## src/rtl/cpu_types_pkg.sv

```systemverilog
`default_nettype none
// ============================================================================
//  Module      : cpu_types_pkg
//  Description : Shared types for the five-stage MIPS core: register and
//                opcode encodings, PC source selects and the pipeline
//                controller state type, plus the MEM-stage redirect decode.
//  Revision    : 1.0  initial release
// ============================================================================
package cpu_types_pkg;

    localparam int REG_W = 5;
    localparam int OP_W  = 6;

    typedef logic [REG_W-1:0] regbits_t;

    typedef enum logic [OP_W-1:0] {
        RTYPE  = 6'h00,
        J      = 6'h02,
        JAL    = 6'h03,
        BEQ    = 6'h04,
        BNE    = 6'h05,
        ADDI   = 6'h08,
        LW     = 6'h23,
        SW     = 6'h2B,
        HALTOP = 6'h3F
    } opcode_t;

    // PC source selects as latched in EX/MEM
    localparam logic [1:0] PCSRC_SEQ    = 2'b00;
    localparam logic [1:0] PCSRC_BRANCH = 2'b01;
    localparam logic [1:0] PCSRC_JUMP   = 2'b10;
    localparam logic [1:0] PCSRC_JR     = 2'b11;

    typedef enum logic [1:0] {
        RUN   = 2'd0,
        DWAIT = 2'd1,
        HALT  = 2'd2
    } pipe_state_t;

    // Jumps always redirect; branches only when the zero flag agrees with the
    // branch sense.
    function automatic logic redirect_taken(input logic [1:0] pc_src,
                                            input opcode_t    opcode,
                                            input logic       zero);
        logic t;
        t = 1'b0;
        if (pc_src == PCSRC_JUMP || pc_src == PCSRC_JR) begin
            t = 1'b1;
        end else if (pc_src == PCSRC_BRANCH) begin
            t = (opcode == BEQ &&  zero) ||
                (opcode == BNE && !zero);
        end
        return t;
    endfunction

endpackage
`default_nettype wire

```

## src/rtl/hazard_detect.sv

```systemverilog
`default_nettype none
// ============================================================================
//  Module      : hazard_detect
//  Description : Load-use comparator. Flags when the load in EX writes a
//                register that the instruction in ID reads.
//  Revision    : 1.0  initial release
//  Ports       : memtoreg_ex_i  EX instruction is a load
//                regwr_ex_i     EX instruction writes a register
//                wsel_ex_i      EX destination register
//                rs_id_i/rt_id_i ID source registers
//                luse_o         load-use hazard present
// ============================================================================
module hazard_detect
    import cpu_types_pkg::*;
(
    input  logic     memtoreg_ex_i,
    input  logic     regwr_ex_i,
    input  regbits_t wsel_ex_i,
    input  regbits_t rs_id_i,
    input  regbits_t rt_id_i,
    output logic     luse_o
);

    // $zero is never a real dependency
    assign luse_o = memtoreg_ex_i && regwr_ex_i && (wsel_ex_i != '0) &&
                    ((wsel_ex_i == rs_id_i) || (wsel_ex_i == rt_id_i));

endmodule
`default_nettype wire

```

## src/rtl/pipeline_ctrl.sv

```systemverilog
`default_nettype none
// ============================================================================
//  Module      : pipeline_ctrl
//  Description : Pipeline sequencing controller. Drives latch enables/flushes
//                and the PC write enable from I/D-memory status, load-use
//                hazards, MEM-stage redirects and halt. Keeps saturating
//                stall and redirect counters.
//  Revision    : 1.0  initial release
//  Ports       : CLK, RST (sync, active high)
//                ihit, dhit                      memory status
//                memtoReg_EX, RegWr_EX, wsel_EX  EX-stage load info
//                rs_ID, rt_ID                    ID-stage sources
//                memtoReg_MEM, memWr_MEM         MEM-stage data request
//                PC_Src_MEM, opcode_MEM, zero_MEM redirect decode
//                halt_WB                         HALT reached WB
//                pc_en, redirect, *_en, *_flush  combinational controls
//                halted, stall_cnt, redirect_cnt registered status
// ============================================================================
module pipeline_ctrl
    import cpu_types_pkg::*;
#(
    parameter int CNT_W = 16
) (
    input  logic             CLK,
    input  logic             RST,
    input  logic             ihit,
    input  logic             dhit,
    input  logic             memtoReg_EX,
    input  logic             RegWr_EX,
    input  regbits_t         wsel_EX,
    input  regbits_t         rs_ID,
    input  regbits_t         rt_ID,
    input  logic             memtoReg_MEM,
    input  logic             memWr_MEM,
    input  logic [1:0]       PC_Src_MEM,
    input  opcode_t          opcode_MEM,
    input  logic             zero_MEM,
    input  logic             halt_WB,
    output logic             pc_en,
    output logic             redirect,
    output logic             ifid_en,
    output logic             idex_en,
    output logic             exmem_en,
    output logic             memwb_en,
    output logic             ifid_flush,
    output logic             idex_flush,
    output logic             exmem_flush,
    output logic             memwb_flush,
    output logic             halted,
    output logic [CNT_W-1:0] stall_cnt,
    output logic [CNT_W-1:0] redirect_cnt
);

    pipe_state_t      state_q;
    logic             ihit_seen_q;
    logic             halted_q;
    logic [CNT_W-1:0] stall_cnt_q;
    logic [CNT_W-1:0] redirect_cnt_q;

    logic w_luse;
    logic w_taken;
    logic w_dreq;
    logic w_dblock;
    logic w_ihit_eff;

    hazard_detect u_hazard_detect (
        .memtoreg_ex_i (memtoReg_EX),
        .regwr_ex_i    (RegWr_EX),
        .wsel_ex_i     (wsel_EX),
        .rs_id_i       (rs_ID),
        .rt_id_i       (rt_ID),
        .luse_o        (w_luse)
    );

    assign w_taken = redirect_taken(PC_Src_MEM, opcode_MEM, zero_MEM);
    assign w_dreq  = memtoReg_MEM | memWr_MEM;

    // In DWAIT the request is already known outstanding, so only dhit matters.
    // A fetch that completed while frozen is remembered in ihit_seen_q.
    assign w_dblock   = (state_q == DWAIT) ? !dhit : (w_dreq && !dhit);
    assign w_ihit_eff = (state_q == DWAIT) ? (ihit | ihit_seen_q) : ihit;

    always_comb begin
        pc_en       = 1'b0;
        redirect    = 1'b0;
        ifid_en     = 1'b0;
        idex_en     = 1'b0;
        exmem_en    = 1'b0;
        memwb_en    = 1'b0;
        ifid_flush  = 1'b0;
        idex_flush  = 1'b0;
        exmem_flush = 1'b0;
        memwb_flush = 1'b0;
        if (RST) begin
            ifid_flush  = 1'b1;
            idex_flush  = 1'b1;
            exmem_flush = 1'b1;
            memwb_flush = 1'b1;
        end else if (halt_WB || state_q == HALT) begin
            // frozen: everything stays deasserted
        end else if (w_dblock) begin
            // freeze the whole pipe, bubble into WB so nothing retires twice
            memwb_flush = 1'b1;
        end else if (w_taken) begin
            // redirect outranks load-use: the dependent ID instruction is
            // squashed anyway
            pc_en       = 1'b1;
            redirect    = 1'b1;
            ifid_en     = 1'b1;
            idex_en     = 1'b1;
            exmem_en    = 1'b1;
            memwb_en    = 1'b1;
            ifid_flush  = 1'b1;
            idex_flush  = 1'b1;
            exmem_flush = 1'b1;
        end else if (w_luse) begin
            idex_en     = 1'b1;
            exmem_en    = 1'b1;
            memwb_en    = 1'b1;
            idex_flush  = 1'b1;
        end else if (!w_ihit_eff) begin
            ifid_en     = 1'b1;
            idex_en     = 1'b1;
            exmem_en    = 1'b1;
            memwb_en    = 1'b1;
            ifid_flush  = 1'b1;
        end else begin
            pc_en       = 1'b1;
            ifid_en     = 1'b1;
            idex_en     = 1'b1;
            exmem_en    = 1'b1;
            memwb_en    = 1'b1;
        end
    end

    always_ff @(posedge CLK) begin
        if (RST) begin
            state_q        <= RUN;
            ihit_seen_q    <= 1'b0;
            halted_q       <= 1'b0;
            stall_cnt_q    <= '0;
            redirect_cnt_q <= '0;
        end else begin
            if (state_q != HALT && !pc_en && stall_cnt_q != '1) begin
                stall_cnt_q <= stall_cnt_q + 1'b1;
            end
            if (redirect && redirect_cnt_q != '1) begin
                redirect_cnt_q <= redirect_cnt_q + 1'b1;
            end

            if (halt_WB) begin
                state_q     <= HALT;
                halted_q    <= 1'b1;
                ihit_seen_q <= 1'b0;
            end else begin
                case (state_q)
                    RUN: begin
                        if (w_dreq && !dhit) begin
                            state_q     <= DWAIT;
                            ihit_seen_q <= ihit;
                        end
                    end
                    DWAIT: begin
                        if (!dhit) begin
                            ihit_seen_q <= ihit_seen_q | ihit;
                        end else begin
                            state_q     <= RUN;
                            ihit_seen_q <= 1'b0;
                        end
                    end
                    HALT: begin
                        state_q <= HALT;
                    end
                    default: begin
                        state_q <= RUN;
                    end
                endcase
            end
        end
    end

    assign halted       = halted_q;
    assign stall_cnt    = stall_cnt_q;
    assign redirect_cnt = redirect_cnt_q;

endmodule
`default_nettype wire

```

## config.mk

```make
export PLATFORM = sky130hd
export DESIGN_NAME = pipeline_ctrl
export DESIGN_NICKNAME = d
export VERILOG_FILES = /design/src/rtl/cpu_types_pkg.sv /design/src/rtl/hazard_detect.sv /design/src/rtl/pipeline_ctrl.sv
export SDC_FILE = /design/constraint.sdc
export NUM_CORES = 1
export LEC_CHECK = 0
export BUFFER_PORTS_ARGS = -buffer_cell sky130_fd_sc_hd__buf_4
export CAP_MARGIN = 20
export CORE_MARGIN = 2
export CORE_UTILIZATION = 41
export DETAILED_ROUTE_END_ITERATION = 10
export PLACE_DENSITY = 0.72
export RECOVER_POWER = 100
export SKIP_CTS_REPAIR_TIMING = 1
export SYNTH_ARGS = -nofsm -noshare
export SYNTH_HDL_FRONTEND = slang
export SYNTH_SLANG_ARGS = --single-unit
```

## constraint.sdc

```tcl
create_clock -name CLK -period 6.25 [get_ports CLK]
set_input_delay 1.5625 -clock CLK [delete_from_list [all_inputs] [get_ports CLK]]
set_output_delay 1.5625 -clock CLK [all_outputs]
set_load 0.01 [all_outputs]
```

==> metrics <==
global-route wire length before repair about 8 mm; Clk network pwr share 0.359; H-tree level count 2; Avg Inst Size Synth 8.38 µm²; Final Setup Violations 0; CTS tree yes; sequential share of power 0.505; Die Y 75.2 µm; Switching Share 0.250; Yosys cell types 44; CTS Sinks 36; YS warnings 0; Max FO, Critical Path 41; HP Class reg -> reg; HPWL Detailed 3.55 mm; Final TNS setup 0 ns; max_cap viols 2; share of cells above drive strength 1 0.154; Worst Path Required between 4 and 5 ns; total CTS buffers 5; drt drc 0; Die W 75.2 µm; Sequential cell area 721 µm²; Total Routing Usage GR 0.181; Comb pwr share 0.136; Slew @ Worst Pin roughly 1.8 ns; asr flop ratio synth 0; Post-synth EDFFs 0; Peak VDD IR 0.0954 mV; Inserted Diodes 0; total gr overflow 0; drt via density around 5.2; violated checks capacitance limit, slew limit; Worst-Skew Late Latency 0.28 ns; Worst setup EP type output port; largest net degree at the start of global routing 42; Synth Flop Type dfxtp_1; Initial Utilization 0.431; minimum clock period approximately 5.1 ns; Rows 25; Final Max Tran Viols 73; non-filler instance count after layout 386; RSZ-0062 raised after global routing false; Mapped Area 2080 µm²; LEAKAGE 0.910 nW; Synth area leaders dfxtp_1 (35%), xor2_1 (8.0%), nor2_1 (6.0%), a21oi_1 (4.3%), o31ai_1 (4.3%); post-synthesis cell type with the largest combined area dfxtp_1; Critical Path AT 3.58 ns; via count 1999; # fillers 546; Multi-input gate area 1210 µm²; sequential share of the synthesized area 0.347; vias in the first global route 1778; final worst path period share 0.823; Initial DRC Count between 100 and 150; power per standard cell area 184 nW/µm²; max_slew headroom -0.176; CTS max path bufs 2; top cell type's share of synthesized area 0.347; PortBufs 75; P_int roughly 0.35 mW; initial antenna violation count 0; Post-Syn Instances 248; 1st-pass router iterations 4; CTS root buffer clkbuf_8; skew final 0.00576 ns; Synth Register Bits 36; WL final 4.77 mm; CTS clk-pin slew, worst paths 0.06 ns; Nets around 350; Routability Congestion 0.782; Die Area 5650 µm²; Core Area 4820 µm²; fmax 0.194 GHz; WL/cell approximately 12 µm; WS Path Type in -> out; CP startpoint kind input port; Mapped Nets 283; final hold vios 0; Post-DRT Antenna Nets 0; Ports 76; Area growth, synth to finish 22.5%; Psw 0.117 mW; Hold WS approximately 0.47 ns; Post-Place Cells 378; status finished, violations left
## metal layers
layer  up-vias  part of all wire  track usage
met3         7             0.049       0.0442
met2        52              0.48        0.316
met5         -                 0            0
li1       1034                 -            -
met1       906              0.45        0.216
met4         0             0.013       0.0624
## stage by stage
stage	total power, mW	worst slack, ns	cell area, µm²	utilization
after detailed placement	0.313	1.59	2650	0.551
after CTS	0.481	1.59	2740	0.570
after global placement	0.312	1.68	2650	0.551
after global routing	0.492	0.832	2550	0.529
after floorplan	0.282	1.82	2080	-
final	0.469	1.10	2550	0.529
## placed cells by master, fill, tap and decap left out, types with 2 or more instances in the layout
cell type	n
nand4_1	9
nor4_1	5
o41ai_1	3
nor3b_1	2
o31ai_1	13
nor3_2	3
or2_1	3
clkbuf_8	6
and2_1	4
xor2_1	19
nor2b_1	2
clkbuf_1	45
nor2_1	33
nand2b_1	3
o21ai_1	3
or3_1	2
dfxtp_1	36
ha_1	2
or4_1	12
xnor2_1	5
nand3_1	14
a21oi_1	18
inv_1	10
buf_4	32
nor3_1	4
and3_1	5
nand2_1	10
mux2_1	2
o21ai_0	2
## power groups by stage
stage	clock network [mW]	logic (mW)	registers, mW
after floorplan	0	0.0400	0.242
after global placement	0	0.0698	0.242
after detailed placement	0	0.0712	0.242
after CTS	0.173	0.0715	0.237
after global routing	0.183	0.0709	0.237
final	0.168	0.0637	0.237
## path summary, 6_finish.rpt
check                           from                         to  slack [ns]  cells after the start
min reg2reg      halted$_SDFFE_PP0P_        halted$_SDFFE_PP0P_        0.47                      2
min              halted$_SDFFE_PP0P_        halted$_SDFFE_PP0P_        0.47                      2
max reg2reg  state_q[0]$_SDFFE_PP0P_  stall_cnt[5]$_SDFFE_PP0P_        3.07                      7
max                              RST                      pc_en        1.10                      6
## cells in the mapped netlist (all sizes together), types with 7 or more instances
master / instances
o31ai: 13
nor2: 33
dfxtp: 36
nand2: 10
buf: 8
nor3: 7
a21oi: 18
nand3: 14
xor2: 19
or4: 12
inv: 11
nand4: 9
## state kept, by name (all words and copies together) (netlist names)
register / count
redirect_cnt: 16
stall_cnt: 16
state_q: 2
halted: 1
ihit_seen_q: 1
## area by class of cell
| class | count | share of cell area |
|---|---|---|
| sequential | 36 | 0.283 |
| timing repair buffer | 75 | 0.158 |
| clock buffer | 8 | 0.0354 |
| tap | 67 | 0.0329 |
| inverter | 11 | 0.0162 |
| multi-input combinational | 189 | 0.475 |
## worst max-delay path: stages
cell and delay [ns]:
clkbuf_1 1.24, nor3_2 0.24, o31ai_1 0.23, or2_1 0.16
inv_1 0.03, clkbuf_1 0.12
## cell families (layout without fill, tap and decap cells)
| family | Yosys count | in the layout | synth area share |
|---|---|---|---|
| simple gates | 114 | 114 | 0.308 |
| mux | 2 | 2 | 0.0108 |
| fa+ha+maj | 2 | 2 | 0.0120 |
| buf+inv | 23 | 94 | 0.0542 |
| flops | 36 | 36 | 0.347 |
| xor+xnor | 24 | 24 | 0.101 |
| compound gates | 47 | 47 | 0.167 |
Power figures use the tool's default switching activity.
